File: config.mk
export PLATFORM = sky130hd
export DESIGN_NAME = imm_gen_pipe
export DESIGN_NICKNAME = d
export VERILOG_FILES = /design/src/rtl/imm_gen_pipe.sv
export SDC_FILE = /design/constraint.sdc
export NUM_CORES = 1
export LEC_CHECK = 0
export CORE_ASPECT_RATIO = 1.1
export CORE_MARGIN = 5
export CORE_UTILIZATION = 40
export DETAILED_ROUTE_END_ITERATION = 16
export GPL_TIMING_DRIVEN = 0
export HOLD_SLACK_MARGIN = 0.15
export PLACE_DENSITY = 0.6
export SYNTH_ARGS = -nofsm -noshare
export SYNTH_HDL_FRONTEND = slang
export SYNTH_SLANG_ARGS = --single-unit
File: constraint.sdc
create_clock -name CLK -period 2 [get_ports CLK]
set_input_delay 0.3 -clock CLK [delete_from_list [all_inputs] [get_ports CLK]]
set_output_delay 0.3 -clock CLK [all_outputs]
set_load 0.02 [all_outputs]
File: src/rtl/imm_gen_pipe.sv
// Pipelined immediate generator: decodes a 26-bit instruction field plus class code into a DATA_W immediate, with a MOVZ/MOVK/MOVN accumulator.
// Latency: one cycle from acceptance to a valid buffer head; throughput one per cycle with out_ready held high.
// Backpressure: 2-entry elastic output buffer; in_ready depends only on the registered count. Optional macro IMM_GEN_BRANCH_SHIFT_EN turns B/CB results into byte offsets.
module imm_gen_pipe #(
    parameter int DATA_W    = 64,
    parameter int BUF_DEPTH = 2
) (
    input  logic              CLK,
    input  logic              resetl,
    input  logic              in_valid,
    output logic              in_ready,
    input  logic [25:0]       in_instr,
    input  logic [2:0]        in_ctrl,
    output logic              out_valid,
    input  logic              out_ready,
    output logic [DATA_W-1:0] out_data,
    output logic              out_err,
    output logic [DATA_W-1:0] acc_q
);

    typedef enum logic [2:0] {
        CLS_I    = 3'b000,
        CLS_D    = 3'b001,
        CLS_B    = 3'b010,
        CLS_CB   = 3'b011,
        CLS_MOVZ = 3'b100,
        CLS_MOVK = 3'b101,
        CLS_MOVN = 3'b110,
        CLS_ILL  = 3'b111
    } imm_class_t;

    // Only the 32/64-bit datapaths and a two-entry skid buffer are meaningful.
    if ((DATA_W != 32 && DATA_W != 64) || BUF_DEPTH != 2) begin : g_bad_param
        $error("imm_gen_pipe: DATA_W must be 32 or 64 and BUF_DEPTH must be 2");
    end

    imm_class_t        cls;
    logic [15:0]       imm16;
    logic [1:0]        hw;
    logic [5:0]        sh;
    logic [63:0]       acc_ext;
    logic [63:0]       res64;
    logic              gen_err;
    logic              is_mov;
    logic              hw_bad;
    logic              acc_wr;
    logic [DATA_W-1:0] gen_data;

    logic              push;
    logic              pop;
    logic [1:0]        count;
    logic              wr_ptr;
    logic              rd_ptr;
    logic [DATA_W-1:0] buf_data [2];
    logic              buf_err  [2];

    assign cls   = imm_class_t'(in_ctrl);
    assign imm16 = in_instr[20:5];
    assign hw    = in_instr[22:21];
    assign sh    = {hw, 4'b0000};

    // A 32-bit datapath has no halfwords 2 and 3 to move into.
    assign hw_bad = (DATA_W == 32) && hw[1];

    // Zero-extend the accumulator so MOVK can be computed on a common 64-bit path.
    always_comb begin
        acc_ext = '0;
        acc_ext[DATA_W-1:0] = acc_q;
    end

    // Decode the immediate class into a 64-bit result and error flag.
    always_comb begin
        res64   = '0;
        gen_err = 1'b0;
        is_mov  = 1'b0;
        case (cls)
            CLS_I:    res64 = {{52{in_instr[21]}}, in_instr[21:10]};
            CLS_D:    res64 = {{55{in_instr[20]}}, in_instr[20:12]};
            CLS_B:    res64 = {{38{in_instr[25]}}, in_instr[25:0]};
            CLS_CB:   res64 = {{45{in_instr[23]}}, in_instr[23:5]};
            CLS_MOVZ: begin
                is_mov = 1'b1;
                res64  = {48'b0, imm16} << sh;
            end
            CLS_MOVK: begin
                is_mov = 1'b1;
                res64  = (acc_ext & ~({48'b0, 16'hFFFF} << sh)) | ({48'b0, imm16} << sh);
            end
            CLS_MOVN: begin
                is_mov = 1'b1;
                res64  = ~({48'b0, imm16} << sh);
            end
            default: begin
                res64   = '0;
                gen_err = 1'b1;
            end
        endcase
`ifdef IMM_GEN_BRANCH_SHIFT_EN
        // Branch offsets become byte offsets when this build option is on.
        if (cls == CLS_B || cls == CLS_CB) begin
            res64 = res64 << 2;
        end
`endif
        if (is_mov && hw_bad) begin
            res64   = '0;
            gen_err = 1'b1;
        end
    end

    assign gen_data = res64[DATA_W-1:0];
    assign acc_wr   = push && is_mov && !gen_err;

    // Handshake: in_ready comes only from the registered count, never from out_ready.
    assign in_ready  = (count < 2'd2);
    assign out_valid = (count != 2'd0);
    assign push      = in_valid && in_ready;
    assign pop       = out_valid && out_ready;
    assign out_data  = buf_data[rd_ptr];
    assign out_err   = buf_err[rd_ptr];

    // Elastic output buffer: write/read pointers and occupancy count.
    always_ff @(posedge CLK or negedge resetl) begin
        if (!resetl) begin
            count  <= 2'd0;
            wr_ptr <= 1'b0;
            rd_ptr <= 1'b0;
            for (int i = 0; i < 2; i++) begin
                buf_data[i] <= '0;
                buf_err[i]  <= 1'b0;
            end
        end else begin
            if (push) begin
                buf_data[wr_ptr] <= gen_data;
                buf_err[wr_ptr]  <= gen_err;
                wr_ptr           <= ~wr_ptr;
            end
            if (pop) begin
                rd_ptr <= ~rd_ptr;
            end
            case ({push, pop})
                2'b10:   count <= count + 2'd1;
                2'b01:   count <= count - 2'd1;
                default: count <= count;
            endcase
        end
    end

    // Wide-immediate accumulator follows every accepted, legal move-wide result.
    always_ff @(posedge CLK or negedge resetl) begin
        if (!resetl) begin
            acc_q <= '0;
        end else if (acc_wr) begin
            acc_q <= gen_data;
        end
    end

endmodule

Word level (Yosys, flattened, before mapping)
Index checks and enable logic that the tools add are counted.
{ "classes": {"add_sub_neg": 2, "n_lt_le_gt_ge": 4, "eq_ne": 8, "n_shift": 2, "muxes": 16, "bitwise": 8, "reduce_logical": 10} }
{ "ops": {"columns": ["op", "n"], "rows": [
  ["64-bit case mux with 7 select lines", 1],
  ["64-bit two-way mux", 4],
  ["128-bit bitwise mux", 1],
  ["64-bit NOT", 2],
  ["64-bit AND", 1],
  ["64-bit demux with 1-bit select", 1],
  ["64-bit bitwise OR", 1],
  ["16-bit by 6-bit << shifter with 64-bit output", 1],
  ["16-bit by 6-bit << shifter with 64-bit output, first input constant", 1],
  ["3-bit equality test, second input constant", 3],
  ["7-bit OR reduction", 1],
  ["3-bit by 2-bit equality test with 1-bit output, second input constant", 2],
  ["1-bit two-way mux", 6],
  ["1-bit logical AND", 5],
  ["2-bit >= comparator, second input constant", 2],
  ["1-bit NOT with 2-bit output", 2],
  ["2-bit case mux with 2 select lines", 1],
  ["2-bit nonzero test", 2],
  ["3-bit by 1-bit equality test with 1-bit output, second input constant", 1],
  ["3-bit zero test", 1],
  ["3-bit OR reduction", 1],
  ["2-bit by 1-bit adder with 2-bit output, second input constant", 1],
  ["2-bit bitwise mux", 1],
  ["2-bit by 1-bit equality test with 1-bit output, second input constant", 1],
  ["6 further kinds", 7]
]} }
{ "totals": {"regBits": 198, "in_bits": 33, "output_inout_bits": 131, "wordCells": 58} }

Longest topological paths before layout
{ "logic_depth": {"depth_word": 6, "ltp_mapped": 9, "depth_no_buf": 6} }

Least setup slack after synthesis
No wires, ideal clock.
{ "synth_path": {"path_kind": "input to register", "from": "in in_ctrl[0]", "to": "reg buf_data[5] (netlist name)", "setup_time_ns": 0.147, "arrival_time_ns": 1.660, "t_required_ns": 1.853, "slack_ns": 0.192, "path_stages": 7, "n_path_buf": 3, "cell_sequence": "buf_2 > buf_2 > buf_2 > mux2i_1 > nor3_1 > a2111oi_0 > o21ai_0"} }
{ "synth_via": {"elab_chain_cells": 3, "word_cells_on_any_way": 9, "cone_classes": "eq/ne (6); mux (2); reduce/logical (1)"} }
{ "synth_rtl": {"columns": ["item", "line_no", "rtl"], "rows": [
  ["start: declaration", "13", "input logic [2:0] in_ctrl,"],
  ["3-bit equality test, or another cell as far along", "76", "case (cls)"],
  ["64-bit case mux with 7 select lines *", "76", null],
  ["128-bit bitwise mux *", "133", "buf_data[wr_ptr] <= gen_data;"],
  ["end signal: indexed assignment", "133", null],
  ["end: declaration", "54", "logic [DATA_W-1:0] buf_data [2];"]
]} }
Every way passes the cells marked *; elsewhere a longest branch is shown, timed or not.
A chain may end at the register's enable or synchronous reset.

Final worst setup path
{ "layout_path": {"from": "reg rd_ptr", "to": "out out_data[39]"} }
{ "layout_via": {"elab_chain_cells": 4} }
{ "layout_rtl": {"columns": ["item", "line_no", "rtl"], "rows": [
  ["start: declaration", "53", "logic rd_ptr;"],
  ["start signal: assignment", "138", "rd_ptr <= ~rd_ptr;"],
  ["1-bit NOT with 2-bit output (not written as such)", "118", "assign out_data = buf_data[rd_ptr];"],
  ["64-bit two-way mux (not written as such) (3 in series)", "118", null],
  ["end: declaration", "16", "output logic [DATA_W-1:0] out_data,"]
]} }
Every way passes these cells. The select of a mux whose other input is x is not followed.

==> Implementation_results.wiki <==
{| class="wikitable"
! Metric !! Value
|-
| Pin count of the biggest net entering global routing || 115
|-
| Share of synthesized registers carrying an async set or reset || 100%
|-
| Element type at the critical path end || output pin
|-
| Power, Total || 22.0 mW
|-
| Total routed wirelength || 36400 microns
|-
| Min Clock Period, post-route || 2.06 ns
|-
| Critical path startpoint category || flop
|-
| Clock root buffer || sky130_fd_sc_hd__clkbuf_16
|-
| Pre-CTS WS || -0.925 ns
|-
| Most common cell in the synthesized netlist || sky130_fd_sc_hd__nand2_1
|-
| Total number of clock tree sinks || 198
|-
| Maximum buffer depth of the clock tree || 2
|-
| Global-route usage over all layers || 23.4%
|-
| Number of nets with antenna violations after detailed routing || 0
|-
| Chip height || 181 microns
|-
| Initial drt markers || 824
|-
| Area growth from synthesis to layout || 30.7%
|-
| Highest ir drop seen on vdd || 794 uV
|-
| H-tree depth || 4
|-
| Max Cap Viol || 0
|-
| Max frequency || 0.484 GHz
|-
| Number of failing hold endpoints at the final stage || 0
|-
| Horizontal extent of the die || 166 microns
|-
| Max-slew headroom || 33.5%
|-
| Num ports || 164
|-
| Xor and xnor fraction of the mapped netlist area || 4.18%
|-
| Area share of the largest cell type after synthesis || 46.4%
|-
| Post-synth EDFFs || 0
|-
| Synth cell types || 55
|-
| Wire length of the first global-routing pass || 55800 microns
|-
| Ys flop type || sky130_fd_sc_hd__dfrtp_1
|-
| CP Class || reg -> out
|-
| Die ar. || 30100 sq um
|-
| Crit share post-route || 103%
|-
| Mean post-synth cell area || 9.26 sq um
|-
| Part of the Yosys area used for sequential elements || 46.4%
|-
| Crit Path Max Fanout || 8
|-
| Fraction of synthesized area in multiplexers || 10.9%
|-
| Ys Warns || 0
|-
| Number of buffers inserted during clock tree synthesis || 17
|-
| Initial antenna violation count || 0
|-
| Data required, critical path || 1.70 ns
|-
| Post-route worst setup slack || -0.0647 ns
|-
| PortBufs || 149
|-
| Final number of setup-violating endpoints || 42
|-
| Dpl hpwl || 25400 microns
|-
| Post-Syn Nets || 1187
|-
| Count of final max-slew check failures || 0
|-
| Final routed DRC violation total || 0
|-
| Slew at the pin closest to its max-slew limit || 0.998 ns
|-
| Cell type with the highest aggregate area in the netlist || sky130_fd_sc_hd__dfrtp_1
|-
| Unrepaired setup endpoints after global routing || true
|-
| Vias per cell || 5.60
|-
| Clock tree from TritonCTS || done
|-
| Pwr per Cell Area || 1580 nW/um^2
|-
| Synth Area in Compound Gates || 20.6%
|-
| Routability cong. || 0.914
|-
| Worst Hold Class || in -> async
|-
| Clk pin slew, worst setup/hold paths || 0.08 ns
|-
| Mapped Cells || 1153
|-
| Setup TNS after final layout || -1.20 ns
|-
| Share of layout cells above drive strength 1 || 24.3%
|-
| Worst setup skew after layout || 0.0111 ns
|-
| Clock Latency Late Sink || 0.45 ns
|-
| Area fraction in and, or, nand and nor cells after synthesis || 13.0%
|-
| Utilization after layout || 53.2%
|-
| Run status || finished with violations
|-
| Standard-cell rows || 62
|-
| Leading post-synthesis cells by instance count || 277 x sky130_fd_sc_hd__nand2_1, 198 x sky130_fd_sc_hd__dfrtp_1, 180 x sky130_fd_sc_hd__o21ai_0
|-
| Adder and majority cell fraction of the synthesized area || 0.117%
|-
| Static power due to leakage || 6.22 nW
|-
| Total iterations of the first detailed-routing run || 5
|-
| Placeable core region || 26200 sq um
|-
| Vias in the first global route || 9337
|-
| Violations in the final reports || setup timing
|-
| Largest family of logic cells by synthesized area || compound AO/OA/AOI/OAI gates
|-
| Effective utilization at floorplan || 40.7%
|-
| Total Nets Final || 1369
|-
| Count of state elements after synthesis || 198
|-
| Routed wire per std cell || 21.4 microns
|-
| Total standard cell area after synthesis || 10700 sq um
|-
| Vias after detailed routing || 9525
|-
| Biggest area contributors in the synthesized netlist || sky130_fd_sc_hd__dfrtp_1 46%, sky130_fd_sc_hd__nand2_1 9.7%, sky130_fd_sc_hd__o21ai_0 8.4%, sky130_fd_sc_hd__mux2_2 7.1%, sky130_fd_sc_hd__o221a_2 4.1%
|-
| Global-route congestion overflow total || 0
|-
| CP Data Arrival Time || 1.76 ns
|}
[where the power goes]
group | switching [mW] | internal (mW) | total (mW) | leakage [nW]
Clock | 1.75 | 1.81 | 3.57 | 0.287
Sequential | 1.36 | 5.90 | 7.27 | 2.53
Combinational | 5.77 | 5.40 | 11.2 | 3.40
Total | 8.89 | 13.1 | 22.0 | 6.22
[metrics by stage]
| step | hold slack (ns) | instances | area, sq um |
|---|---|---|---|
| final | 0.394 | 1701 | 14000 |
| after global routing | 0.480 | 1700 | 14000 |
| after CTS | 0.399 | 1693 | 13400 |
| after detailed placement | 0.338 | 1655 | 12600 |
| after global placement | 0.457 | 1654 | 12600 |
| after floorplan | 0.00441 | 1153 | 10700 |
[what timing repair did]
item                       in CTS  in global routing
hold buffers                    1                  0
buffers inserted                4                  4
pin swaps                       5                  3
hold endpoints to repair       84                  0
resized for setup             310                206
gates cloned                    2                  3
setup endpoints to repair     261                218
[registers in the layout, indices dropped and copies added, names as in the netlist]
signal    count
wr_ptr        1
buf_data    128
count         2
rd_ptr        1
acc_q        64
buf_err       2
[worst max-delay path: stages (launching register included)]
cell and delay (ns):
sky130_fd_sc_hd__dfrtp_2 0.47, sky130_fd_sc_hd__clkbuf_16 0.22, sky130_fd_sc_hd__clkbuf_16 0.18, sky130_fd_sc_hd__mux2_4 0.31, sky130_fd_sc_hd__buf_6 0.13
[final cells by class]
| cell class | instances | area (sq um) |
|---|---|---|
| timing repair buffer | 164 | 1650 |
| antenna | 1 | 2.50 |
| clock buffer | 18 | 439 |
| multi-input combinational | 838 | 5590 |
| inverter | 5 | 18.8 |
| fill | 2468 | 12300 |
| buffer | 111 | 697 |
| sequential | 198 | 4960 |
| tap | 352 | 440 |
| clock inverter | 14 | 161 |
[cell families after synthesis]
| kind of cell | Yosys count |
|---|---|
| adders and majority gates | 1 |
| xor gates and xnor gates | 51 |
| and+or+nand+nor | 337 |
| buffers and inverters | 117 |
| AOI/OAI and AO/OA | 344 |
| muxes | 105 |
| DFF | 198 |
[layer usage]
layer / share of wire [%] / GRT usage [%] / up-vias
met5: 0 / 0 / -
met4: 2.7 / 8.05 / 0
met3: 5.9 / 3.72 / 55
met2: 47 / 37.4 / 333
met1: 44 / 32.6 / 4762
li1: - / - / 4375
[cell usage in the layout, fill, tap and decap left out, drive strengths merged, types with 2 or more instances in the layout]
cell type,instances
buf,107
nor2,13
clkbuf,100
a21boi,24
dfrtp,198
a221o,2
xor2,40
and2,3
dlymetal6s2s,2
nand2,278
nand3b,5
mux2i,34
clkinvlp,2
a211oi,11
a311oi,2
nor3,6
a21oi,41
clkdlybuf4s50,79
nand3,5
a211o,2
dlygate4sd2,2
clkdlybuf4s15,2
or2,3
o221ai,4
nor3b,2
nor2b,10
o22ai,7
clkinv,5
inv,11
o21ai,198
a2111oi,7
o221a,39
mux2,70
xnor2,11
nand2b,8
[final timing paths]
path / from / to / slack (ns) / depth (start not counted)
min in group CLK: in_ctrl[0] / acc_q[22] / 0.45 / 4
min reg2reg: buf_err[0] / buf_err[0] / 0.47 / 2
min: resetl / buf_data[91] / 0.39 / 2
max in group asynchronous: resetl / rd_ptr / 0.56 / 3
max: rd_ptr / out_data[39] / -0.06 / 4
max reg2reg: count[1] / buf_err[1] / 0.08 / 6
(Power assumes the default switching activity.)
